--- src/rtl/matseq_pkg.sv ---
`default_nettype none
// +--------------------------------------------------------------------------+
// | Module      : matseq_pkg                                                 |
// | Description : Shared types and constants for matrix_op_sequencer:        |
// |               FSM state encoding, opcode, error words, header indices.   |
// | Revision    : 1.0 - initial release                                      |
// +--------------------------------------------------------------------------+

// MEM_SIZE normally arrives from the project constants include; this fallback
// only applies when that include has not already defined it.
`ifndef MEM_SIZE
`define MEM_SIZE 3
`endif

package matseq_pkg;

    typedef enum logic [2:0] {
        HDR    = 3'd0,
        LOAD_A = 3'd1,
        LOAD_B = 3'd2,
        START  = 3'd3,
        WAIT   = 3'd4,
        DRAIN  = 3'd5,
        ERR    = 3'd6
    } state_t;

    // Side length of the square operand/result arrays
    localparam int c_MAX_DIM = `MEM_SIZE + 1;

    localparam logic [31:0] c_OPC_MATMUL  = 32'd1;

    localparam logic [31:0] c_ERR_OPCODE  = 32'hE000_0001;
    localparam logic [31:0] c_ERR_DIM     = 32'hE000_0002;
    localparam logic [31:0] c_ERR_TIMEOUT = 32'hE000_0003;

    // operation_reg word indices
    localparam int c_HDR_OPC = 0;  // opcode
    localparam int c_HDR_R   = 1;  // rows of A / C
    localparam int c_HDR_K   = 2;  // inner dimension
    localparam int c_HDR_K2  = 3;  // inner dimension repeated, must match
    localparam int c_HDR_CC  = 4;  // columns of B / C
    localparam int c_OP_RUN  = 5;  // engine run flag
    localparam int c_OP_RSVD = 6;  // reserved, always zero

    // A dimension is legal when it lies in 1..max_dim
    function automatic logic dim_ok(input logic [31:0] d, input int unsigned max_dim);
        return (d != 32'd0) && (d <= max_dim);
    endfunction

endpackage

`default_nettype wire

--- src/rtl/matseq_out_stage.sv ---
`default_nettype none
// +--------------------------------------------------------------------------+
// | Module      : matseq_out_stage                                           |
// | Description : One-deep registered valid/ready holding stage. A word is   |
// |               loaded only while the stage is free, so data and last stay |
// |               stable for as long as the consumer stalls.                 |
// | Revision    : 1.0 - initial release                                      |
// +--------------------------------------------------------------------------+
module matseq_out_stage (
    input  logic        clk,
    input  logic        rst,
    input  logic        i_load,
    input  logic [31:0] i_data,
    input  logic        i_last,
    input  logic        i_ready,
    output logic        o_valid,
    output logic [31:0] o_data,
    output logic        o_last,
    output logic        o_free
);

    logic        r_valid;
    logic [31:0] r_data;
    logic        r_last;

    // Free when empty or when the held word leaves this cycle
    assign o_free  = !r_valid || i_ready;
    assign o_valid = r_valid;
    assign o_data  = r_data;
    assign o_last  = r_last;

    // Capture a new word when loaded, otherwise empty out on transfer
    always_ff @(posedge clk) begin
        if (rst) begin
            r_valid <= 1'b0;
            r_data  <= '0;
            r_last  <= 1'b0;
        end else if (i_load) begin
            r_valid <= 1'b1;
            r_data  <= i_data;
            r_last  <= i_last;
        end else if (i_ready) begin
            r_valid <= 1'b0;
            r_last  <= 1'b0;
        end
    end

endmodule

`default_nettype wire

--- src/rtl/matrix_op_sequencer.sv ---
`default_nettype none
// +--------------------------------------------------------------------------+
// | Module      : matrix_op_sequencer                                        |
// | Description : Host-side initiator for the matrix multiply engine. Parses |
// |               a 5-word header, loads A and B row-major, starts the       |
// |               engine, waits for a fresh done and streams C row-major.    |
// |               Optional macro MATSEQ_TIMEOUT_EN adds a WAIT watchdog that |
// |               reports 0xE000_0003 after TIMEOUT_CYCLES.                  |
// | Revision    : 1.0 - initial release                                      |
// +--------------------------------------------------------------------------+
module matrix_op_sequencer
    import matseq_pkg::*;
#(
    parameter int MAX_DIM        = c_MAX_DIM,
    parameter int TIMEOUT_CYCLES = 4096
) (
    input  logic        clk,
    input  logic        reset,
    input  logic        in_valid,
    output logic        in_ready,
    input  logic [31:0] in_data,
    output logic        out_valid,
    input  logic        out_ready,
    output logic [31:0] out_data,
    output logic        out_last,
    output logic        busy,
    output logic        mm_enable,
    input  logic        mm_done,
    output logic [31:0] operation_reg [0:6],
    output logic [31:0] matrixA_out [MAX_DIM][MAX_DIM],
    output logic [31:0] matrixB_out [MAX_DIM][MAX_DIM],
    input  logic [31:0] matrixC_in  [MAX_DIM][MAX_DIM]
);

    localparam int c_IW = (MAX_DIM > 1) ? $clog2(MAX_DIM) : 1;

    state_t            r_state;
    logic [2:0]        r_hdr_cnt;
    logic [c_IW-1:0]   r_row;
    logic [c_IW-1:0]   r_col;
    logic [31:0]       r_op [0:5];
    logic [31:0]       r_a  [MAX_DIM][MAX_DIM];
    logic [31:0]       r_b  [MAX_DIM][MAX_DIM];
    logic              r_mm_enable;
    logic              r_armed;     // engine done seen low since START
    logic              r_issued;    // final word of the response handed to the stage
    logic [31:0]       r_err_code;

    logic              w_in_fire;
    logic              w_out_done;
    logic              w_free;
    logic              w_load;
    logic [31:0]       w_load_data;
    logic              w_load_last;
    logic [31:0]       w_rows;
    logic [31:0]       w_cols;
    logic              w_row_last;
    logic              w_col_last;

`ifdef MATSEQ_TIMEOUT_EN
    logic [31:0]       r_tmo_cnt;
    logic              w_tmo_hit;
    assign w_tmo_hit = (r_tmo_cnt == 32'(TIMEOUT_CYCLES - 1));
`else
    logic              w_unused_tmo;
    assign w_unused_tmo = (TIMEOUT_CYCLES == 0);
`endif

    assign in_ready   = !reset && ((r_state == HDR) || (r_state == LOAD_A) || (r_state == LOAD_B));
    assign busy       = (r_state != HDR);
    assign mm_enable  = r_mm_enable;
    assign w_in_fire  = in_valid && in_ready;
    assign w_out_done = out_valid && out_ready && out_last;

    assign matrixA_out = r_a;
    assign matrixB_out = r_b;

    // Expose the operation registers; the reserved word is tied low
    always_comb begin
        for (int i = 0; i < 6; i++) begin
            operation_reg[i] = r_op[i];
        end
        operation_reg[c_OP_RSVD] = '0;
    end

    // Row/column limits of the array currently being walked
    always_comb begin
        w_rows = r_op[c_HDR_R];
        w_cols = r_op[c_HDR_CC];
        case (r_state)
            LOAD_A:  begin w_rows = r_op[c_HDR_R]; w_cols = r_op[c_HDR_K];  end
            LOAD_B:  begin w_rows = r_op[c_HDR_K]; w_cols = r_op[c_HDR_CC]; end
            default: begin w_rows = r_op[c_HDR_R]; w_cols = r_op[c_HDR_CC]; end
        endcase
        w_row_last = (32'(r_row) == w_rows - 32'd1);
        w_col_last = (32'(r_col) == w_cols - 32'd1);
    end

    // Feed the output stage: C elements in DRAIN, the error word in ERR
    always_comb begin
        w_load      = ((r_state == DRAIN) || (r_state == ERR)) && !r_issued && w_free;
        w_load_data = (r_state == ERR) ? r_err_code : matrixC_in[r_row][r_col];
        w_load_last = (r_state == ERR) ? 1'b1 : (w_row_last && w_col_last);
    end

    matseq_out_stage u_out_stage (
        .clk     (clk),
        .rst     (reset),
        .i_load  (w_load),
        .i_data  (w_load_data),
        .i_last  (w_load_last),
        .i_ready (out_ready),
        .o_valid (out_valid),
        .o_data  (out_data),
        .o_last  (out_last),
        .o_free  (w_free)
    );

    // Command sequencer: header parse, operand load, engine handshake, drain
    always_ff @(posedge clk) begin
        if (reset) begin
            r_state     <= HDR;
            r_hdr_cnt   <= '0;
            r_row       <= '0;
            r_col       <= '0;
            r_mm_enable <= 1'b0;
            r_armed     <= 1'b0;
            r_issued    <= 1'b0;
            r_err_code  <= '0;
            for (int i = 0; i < 6; i++) r_op[i] <= '0;
            for (int i = 0; i < MAX_DIM; i++) begin
                for (int j = 0; j < MAX_DIM; j++) begin
                    r_a[i][j] <= '0;
                    r_b[i][j] <= '0;
                end
            end
`ifdef MATSEQ_TIMEOUT_EN
            r_tmo_cnt   <= '0;
`endif
        end else begin
            case (r_state)
                HDR: begin
                    if (w_in_fire) begin
                        if (r_hdr_cnt == 3'(c_HDR_CC)) begin
                            r_op[c_HDR_CC] <= in_data;
                            r_hdr_cnt      <= '0;
                            r_issued       <= 1'b0;
                            if (r_op[c_HDR_OPC] != c_OPC_MATMUL) begin
                                r_err_code <= c_ERR_OPCODE;
                                r_state    <= ERR;
                            end else if (!dim_ok(r_op[c_HDR_R], MAX_DIM) ||
                                         !dim_ok(r_op[c_HDR_K], MAX_DIM) ||
                                         !dim_ok(in_data, MAX_DIM) ||
                                         (r_op[c_HDR_K2] != r_op[c_HDR_K])) begin
                                r_err_code <= c_ERR_DIM;
                                r_state    <= ERR;
                            end else begin
                                // Unused rows/columns must read as zero to the engine
                                for (int i = 0; i < MAX_DIM; i++) begin
                                    for (int j = 0; j < MAX_DIM; j++) begin
                                        r_a[i][j] <= '0;
                                        r_b[i][j] <= '0;
                                    end
                                end
                                r_row   <= '0;
                                r_col   <= '0;
                                r_state <= LOAD_A;
                            end
                        end else begin
                            r_op[r_hdr_cnt] <= in_data;
                            r_hdr_cnt       <= r_hdr_cnt + 3'd1;
                        end
                    end
                end

                LOAD_A, LOAD_B: begin
                    if (w_in_fire) begin
                        if (r_state == LOAD_A) r_a[r_row][r_col] <= in_data;
                        else                   r_b[r_row][r_col] <= in_data;
                        if (w_col_last) begin
                            r_col <= '0;
                            if (w_row_last) begin
                                r_row   <= '0;
                                r_state <= (r_state == LOAD_A) ? LOAD_B : START;
                            end else begin
                                r_row <= r_row + 1'b1;
                            end
                        end else begin
                            r_col <= r_col + 1'b1;
                        end
                    end
                end

                START: begin
                    r_op[c_OP_RUN] <= 32'd1;
                    r_mm_enable    <= 1'b1;
                    r_armed        <= 1'b0;
                    r_state        <= WAIT;
`ifdef MATSEQ_TIMEOUT_EN
                    r_tmo_cnt      <= '0;
`endif
                end

                WAIT: begin
`ifdef MATSEQ_TIMEOUT_EN
                    r_tmo_cnt <= r_tmo_cnt + 32'd1;
`endif
                    // A done that was already high at START is stale; only a
                    // low-then-high sequence counts as completion.
                    if (r_armed && mm_done) begin
                        r_mm_enable    <= 1'b0;
                        r_op[c_OP_RUN] <= 32'd0;
                        r_row          <= '0;
                        r_col          <= '0;
                        r_issued       <= 1'b0;
                        r_state        <= DRAIN;
                    end
`ifdef MATSEQ_TIMEOUT_EN
                    else if (w_tmo_hit) begin
                        r_mm_enable    <= 1'b0;
                        r_op[c_OP_RUN] <= 32'd0;
                        r_err_code     <= c_ERR_TIMEOUT;
                        r_issued       <= 1'b0;
                        r_state        <= ERR;
                    end
`endif
                    else if (!mm_done) begin
                        r_armed <= 1'b1;
                    end
                end

                DRAIN: begin
                    if (w_load) begin
                        if (w_row_last && w_col_last) begin
                            r_issued <= 1'b1;
                        end else if (w_col_last) begin
                            r_col <= '0;
                            r_row <= r_row + 1'b1;
                        end else begin
                            r_col <= r_col + 1'b1;
                        end
                    end
                    if (w_out_done) r_state <= HDR;
                end

                ERR: begin
                    if (w_load)     r_issued <= 1'b1;
                    if (w_out_done) r_state  <= HDR;
                end

                default: r_state <= HDR;
            endcase
        end
    end

endmodule

`default_nettype wire

--- config.mk ---
export PLATFORM = sky130hd
export DESIGN_NAME = matrix_op_sequencer
export DESIGN_NICKNAME = d
export VERILOG_FILES = /design/src/rtl/matseq_pkg.sv /design/src/rtl/matseq_out_stage.sv /design/src/rtl/matrix_op_sequencer.sv
export SDC_FILE = /design/constraint.sdc
export NUM_CORES = 2
export LEC_CHECK = 0
export CAP_MARGIN = 20
export CELL_PAD_IN_SITES_DETAIL_PLACEMENT = 0
export CELL_PAD_IN_SITES_GLOBAL_PLACEMENT = 1
export CORE_AREA = 2 2 706 708
export CTS_CLUSTER_SIZE = 20
export DETAILED_ROUTE_END_ITERATION = 6
export DIE_AREA = 0 0 708 710
export PLACE_DENSITY_LB_ADDON = 0.15
export SETUP_SLACK_MARGIN = 0.5
export SKIP_LAST_GASP = 1
export SLEW_MARGIN = 30
export SYNTH_ARGS = -nofsm -noshare
export SYNTH_HDL_FRONTEND = slang
export SYNTH_HIERARCHICAL = 1
export SYNTH_SLANG_ARGS = --single-unit
export TNS_END_PERCENT = 20
--- constraint.sdc ---
create_clock -name clk -period 9 [get_ports clk]
set_clock_uncertainty 0.1 [all_clocks]
set_input_delay 2.25 -clock clk [delete_from_list [all_inputs] [get_ports clk]]
set_output_delay 2.25 -clock clk [all_outputs]
set_load 0.005 [all_outputs]
Word level (Yosys, flattened, before mapping)
Memory sizes are Yosys's and may differ from the RTL's.
Cells that the tools add are included.
{ "word_totals": {"ram_bits": 192, "register_bits": 1103, "wordCells": 236, "mem_count": 1} }
{ "op_classes": {"n_reduce_logical": 50, "n_eq_ne": 29, "add_sub_neg": 5, "n_lt_le_gt_ge": 7, "bitwise_logic": 5, "n_mux": 96} }
{ "mem_list": {"columns": ["memory", "words", "word_bits", "rd", "rd_clocked_by_memory_dff", "wr", "line", "text"], "rows": [
  ["r_op", 6, 32, 6, 0, 6, "matrix_op_sequencer.sv:41", "logic [31:0] r_op [0:5];"]
]} }
{ "op_table": {"columns": ["operator", "count"], "rows": [
  ["$mux 512", 8],
  ["$pmux 512 s2", 2],
  ["$bwmux 512", 2],
  ["$mux 128", 3],
  ["$mux 32", 12],
  ["$bmux 128 s2", 1],
  ["$demux 128 s2", 1],
  ["$le 32x3->1 const B", 3],
  ["$reduce_bool 32->1", 3],
  ["$bmux 32 s2", 1],
  ["$demux 32 s2", 1],
  ["$eq 2x32->1", 2],
  ["$sub 32x1->32 const B", 2],
  ["$mux 1", 33],
  ["$mux 3", 11],
  ["$ne 32x1->1 const B", 1],
  ["$ne 32x32->1", 1],
  ["$reduce_or 32->1", 1],
  ["$mux 2", 15],
  ["$reduce_and 7->1", 4],
  ["$ne 2x2->1 const B", 13],
  ["$pmux 2 s4", 2],
  ["$pmux 3 s5", 1],
  ["$logic_and 1x1->1", 13],
  ["other kinds (24)", 56]
]} }

Longest topological paths before layout
An unclocked memory read counts as a cell.
{ "logic_depth": {"depth_word": 12, "ltp_mapped": 19} }

Hierarchy
Netlist, hierarchy kept.
{ "by_module_without_submodules": {"columns": ["mod", "cells_per_inst", "instances", "seq_area_each_um2", "area_per_inst_um2"], "rows": [
  ["matrix_op_sequencer", 4952, 1, 26585.5, 50103.1],
  ["matseq_out_stage", 112, 1, 680.7, 1203.7]
]} }

Worst setup path before layout
No wires, ideal clock.
{ "synth_timing": {"path_type": "input port to output port", "startpoint": "in reset", "endpoint": "out in_ready", "path_stages": 1, "arrival_time_ps": 2593, "required_time_ps": 6650, "setup_slack_ps": 4057, "path_cell_list": "a211oi_1"} }
{ "synth_via": {"elab_chain_cells": 2} }
{ "synth_lines": {"columns": ["item", "line", "text"], "rows": [
  ["start, declared", "matrix_op_sequencer.sv:18", "input logic reset,"],
  ["$logic_not 1->1", "matrix_op_sequencer.sv:69", "assign in_ready = !reset && ((r_state == HDR) || (r_state == LOAD_A) || (r_state == LOAD_B));"],
  ["$logic_and 1x1->1", "matrix_op_sequencer.sv:69", null],
  ["end, declared", "matrix_op_sequencer.sv:20", "output logic in_ready,"]
]} }
Every way passes these cells.

Worst setup path after layout
{ "layout_timing": {"startpoint": "in in_data[3]", "endpoint": "reg r_b (netlist bit matrixB_out[467])"} }
{ "layout_via": {"elab_chain_cells": 7, "elab_cells_between_ends": 8, "classes_between": "order compare (1); eq/ne (1); reduce/logical (6)"} }
{ "layout_lines": {"columns": ["item", "line", "text"], "rows": [
  ["start, declared", "matrix_op_sequencer.sv:21", "input logic [31:0] in_data,"],
  ["$le 32x3->1 / $reduce_bool 32->1 (equally long branches)", "matseq_pkg.sv:47", "return (d != 32'd0) && (d <= max_dim);"],
  ["$logic_and 1x1->1 *", "matseq_pkg.sv:47", null],
  ["$logic_not 1->1 *", "matrix_op_sequencer.sv:153", "!dim_ok(in_data, MAX_DIM) ||"],
  ["$logic_or 1x1->1 *", "matrix_op_sequencer.sv:152", "!dim_ok(r_op[c_HDR_K], MAX_DIM) ||"],
  ["$logic_or 1x1->1 *", "matrix_op_sequencer.sv:153", null],
  ["$ne 2x2->1 (no line) *", null, null],
  ["$reduce_and 7->1 (no line) *", null, null],
  ["end signal, assigned by index", "matrix_op_sequencer.sv:179", "else r_b[r_row][r_col] <= in_data;"],
  ["end, declared", "matrix_op_sequencer.sv:43", "logic [31:0] r_b [MAX_DIM][MAX_DIM];"]
]} }
Every way passes the cells marked *; elsewhere a longest branch is shown, timed or not.
A chain may end at the register's enable or synchronous reset.

==> results.md <==
* Cell area after synthesis at about 50000 um2
* CTS tree: done
* Startpoint Class: input port
* Critical path's slowest cell: nor4_2
* Final Util at between 10% and 20%
* PortBufs at 1801
* Unrepaired setup endpoints after global routing: no
* Slew margin rel. at between 30% and 40%
* Num CTS Buffers at between 150 and 200
* Synth Flop Type: dfxtp_1
* First-pass GRT wire length at slightly above 600 mm
* CTS resizes at 0
* Vias per inst at 3.82
* Post-synth EDFFs at ~190
* Distinct cells, synth at 87
* Slowest stage delay, CP at just under 0.9 ns
* H-tree depth at 4
* Die height at about 710 um
* Final Setup Violations at 0
* Max Fanout on Critical Path at 32
* Hold_ws at roughly 0.38 ns
* HPWL after detailed placement at 362 mm
* Area Overhead vs Synth at 62.0%
* CTS Hold Bufs at 0
* Row count at 259
* Fin. Hold Viols at 0
* Clk_lat worst skew at just over 0.9 ns
* Gp weighted congestion at roughly 0.92
* Initial antenna violation count at 181
* CP most frequent cell: nor4_2
* Die area at 503000 um2
* Tightest Pin Transition at 1.02 ns
* Multi-input gate area at about 22000 um2
* Io pins at 1834
* GRT Overall Usage at 18.5%
* CTS root buf: clkbuf_16
* WL/cell at about 37 um
* Total Power at roughly 15 mW
* Clock sinks at approximately 1300
* Vias at ~50000
* CTS Buffer Depth at 4
* Sequential-to-total area share from yosys stat at around 53%
* DP Cell Count at ~13000
* Async SR Flop Fraction at 0%
* Max-slew violation count at 0
* Total wire length at approximately 500 mm
* Status: finished, final reports clean
* Power density of the placed cells at about 180 nW/um2
* Core Region at between 400000 and 500000 um2
* Max Cap Violations at 0
* Element type at the critical path end: register
* Vias in the first global route at 50000
* Avg Inst Size Synth at roughly 10 um2
* Final #Nets at slightly above 7000
* Detailed Routing Iterations Pass 1 at 5
* LEAKAGE at 26.7 nW
* Period utilisation layout at between 70% and 80%
* Antenna Violating Nets Remaining at 0
* CP cell instances: buf_4, nor4_2, nand2_1, nor4_1, nand4_1, nor4_2, and2_1, o2111a_4, nand2_2, a22oi_1, nor2_1
* Period minus WS final at ~6.6 ns
* Fill cell count at ~55000
* Yosys Warn Count at 6
* WS Path Type: in2reg
* Critical Path AT at ~7.2 ns
* Syn Inst Count at 5064
* FF/Latch Area at 27300 um2
* Fin cells at between 10000 and 15000
* Fmax at 152 MHz
* Max rail drop VDD at 0.143 mV
* Drt drc at 0
* GR Overflow Total at 0
* Initial Util at 10.4%
* Die width at between 700 and 800 um
* Flops & latches, synth at approximately 1300
* CP Data Required Time at between 9 and 10 ns
* Worst-path clk slew at about 0.060 ns
* Setup bufs post-CTS at 0
* Setup_tns at 0 ns
* Pin count of the biggest net entering global routing at between 150 and 200
* Worst min path class: reg2reg
* Initial drt markers at 4546
* Layout cells sized above 1 at 10.8%
[cell usage after synthesis (all sizes together) (3+ instances only)]
| library cell | instances | area [um2] |
|---|---|---|
| nor2 | 1149 | 4310 |
| dfxtp | 1074 | 21500 |
| a22oi | 836 | 6280 |
| clkbuf | 440 | 1650 |
| and2 | 196 | 1230 |
| a32oi | 192 | 1680 |
| edfxtp | 192 | 5770 |
| mux4 | 160 | 3600 |
| buf | 156 | 883 |
| nand2 | 105 | 402 |
| nor3 | 62 | 315 |
| mux2i | 54 | 544 |
| nor4 | 54 | 378 |
| a21oi | 38 | 190 |
| o21ai | 32 | 160 |
| nand3 | 30 | 150 |
| nor2b | 30 | 188 |
| nand4 | 27 | 169 |
| xor2 | 27 | 236 |
| inv | 23 | 86.3 |
| or4 | 16 | 124 |
| xnor2 | 14 | 123 |
| ha | 12 | 150 |
| a211oi | 11 | 82.6 |
| or2 | 11 | 68.8 |
| mux2 | 10 | 113 |
| nand2b | 10 | 62.6 |
| or3 | 7 | 43.8 |
| nor3b | 6 | 50.1 |
| nand4b | 5 | 43.8 |
| o31ai | 5 | 37.5 |
| or3b | 5 | 43.8 |
| a21o | 4 | 30.0 |
| a221oi | 4 | 35.0 |
| a31oi | 4 | 25.0 |
| and3 | 4 | 25.0 |
| o211a | 4 | 40.0 |
| o2111a | 3 | 33.8 |
| o21a | 3 | 22.5 |
| o21bai | 3 | 22.5 |
| o22a | 3 | 26.3 |
[sequential cells by signal (all words and copies together) (netlist names)]
name,flops
matrixA_out,512
matrixB_out,512
r_op,192
u_out_stage/o_data,32
r_err_code,3
r_hdr_cnt,3
r_state,3
r_col,2
r_row,2
mm_enable,1
r_armed,1
r_issued,1
u_out_stage/o_last,1
u_out_stage/o_valid,1
[layer usage]
layer | GRT usage [%] | wire length (um) | up-vias
li1 | - | - | 21700
met1 | 19.6 | 175000 | 26400
met2 | 34.6 | 257000 | 2425
met3 | 5.09 | 36600 | 591
met4 | 6.59 | 20100 | 46
met5 | 0 | 317 | -
[worst paths after layout]
path                            depth (start not counted)  slack (ns)            start          endpoint
worst max-delay path                                   11        2.43       in_data[3]  matrixB_out[467]
worst min-delay path                                    2        0.38  matrixB_out[72]   matrixB_out[72]
worst max register to register                          9        3.26      r_op[1][25]  matrixB_out[467]
worst min register to register                          2        0.38  matrixB_out[72]   matrixB_out[72]
[worst max-delay path, delay by kind of cell]
family / cells / cell delay (ns)
compound gates: 2 / 1.08
simple gates: 8 / 3.50
buf+inv: 1 / 0.23
[stage by stage]
step	setup WS (ns)	instance area [um2]
after detailed placement	1.40	76900
after CTS	2.40	82900
final	2.43	83100
after global routing	2.23	83000
after global placement	0.593	76500
after floorplan	4.06	51400
[cells in the final DEF, fill, tap and decap left out, types with 49 or more instances in the layout]
cell type / netlist / final
nor2_1: 1149 / 1116
a22oi_1: 835 / 835
mux2i_1: 53 / 53
edfxtp_1: 192 / 192
clkdlybuf4s50_1: 0 / 1767
diode_2: 0 / 90
nor3_1: 61 / 58
and2_1: 196 / 196
nand2_1: 102 / 85
a32oi_1: 192 / 192
buf_4: 38 / 161
dfxtp_1: 1074 / 1071
clkbuf_1: 439 / 49
mux4_2: 160 / 160
clkbuf_16: 0 / 182
[power by group]
part	total, mW	leakage [nW]	switching [mW]	internal [mW]
clock network	7.42	2.92	3.08	4.34
registers	5.90	10.6	0.0957	5.81
logic	1.56	13.1	1.04	0.518
total	14.9	26.7	4.22	10.7
[logic make-up after synthesis]
group / Yosys count / synth area share [%]
buffers and inverters: 620 / 5.12
flip-flops: 1266 / 53.1
AND/OR/NAND/NOR: 1730 / 15.1
multiplexers: 224 / 8.30
adder cells (fa/ha/maj): 12 / 0.293
AO/OA/AOI/OAI: 1170 / 17.4
XOR/XNOR: 41 / 0.700
other: 1 / 0.00731
[area by class of cell]
class,instances,share of cell area [%]
inverter,24,0.110
clock inverter,57,0.840
sequential,1266,32.8
timing repair buffer,1956,23.4
tap,6525,9.82
clock buffer,269,6.33
multi-input combinational,3209,26.4
antenna,90,0.271
Note: power is estimated with default switching activity, not from simulation.
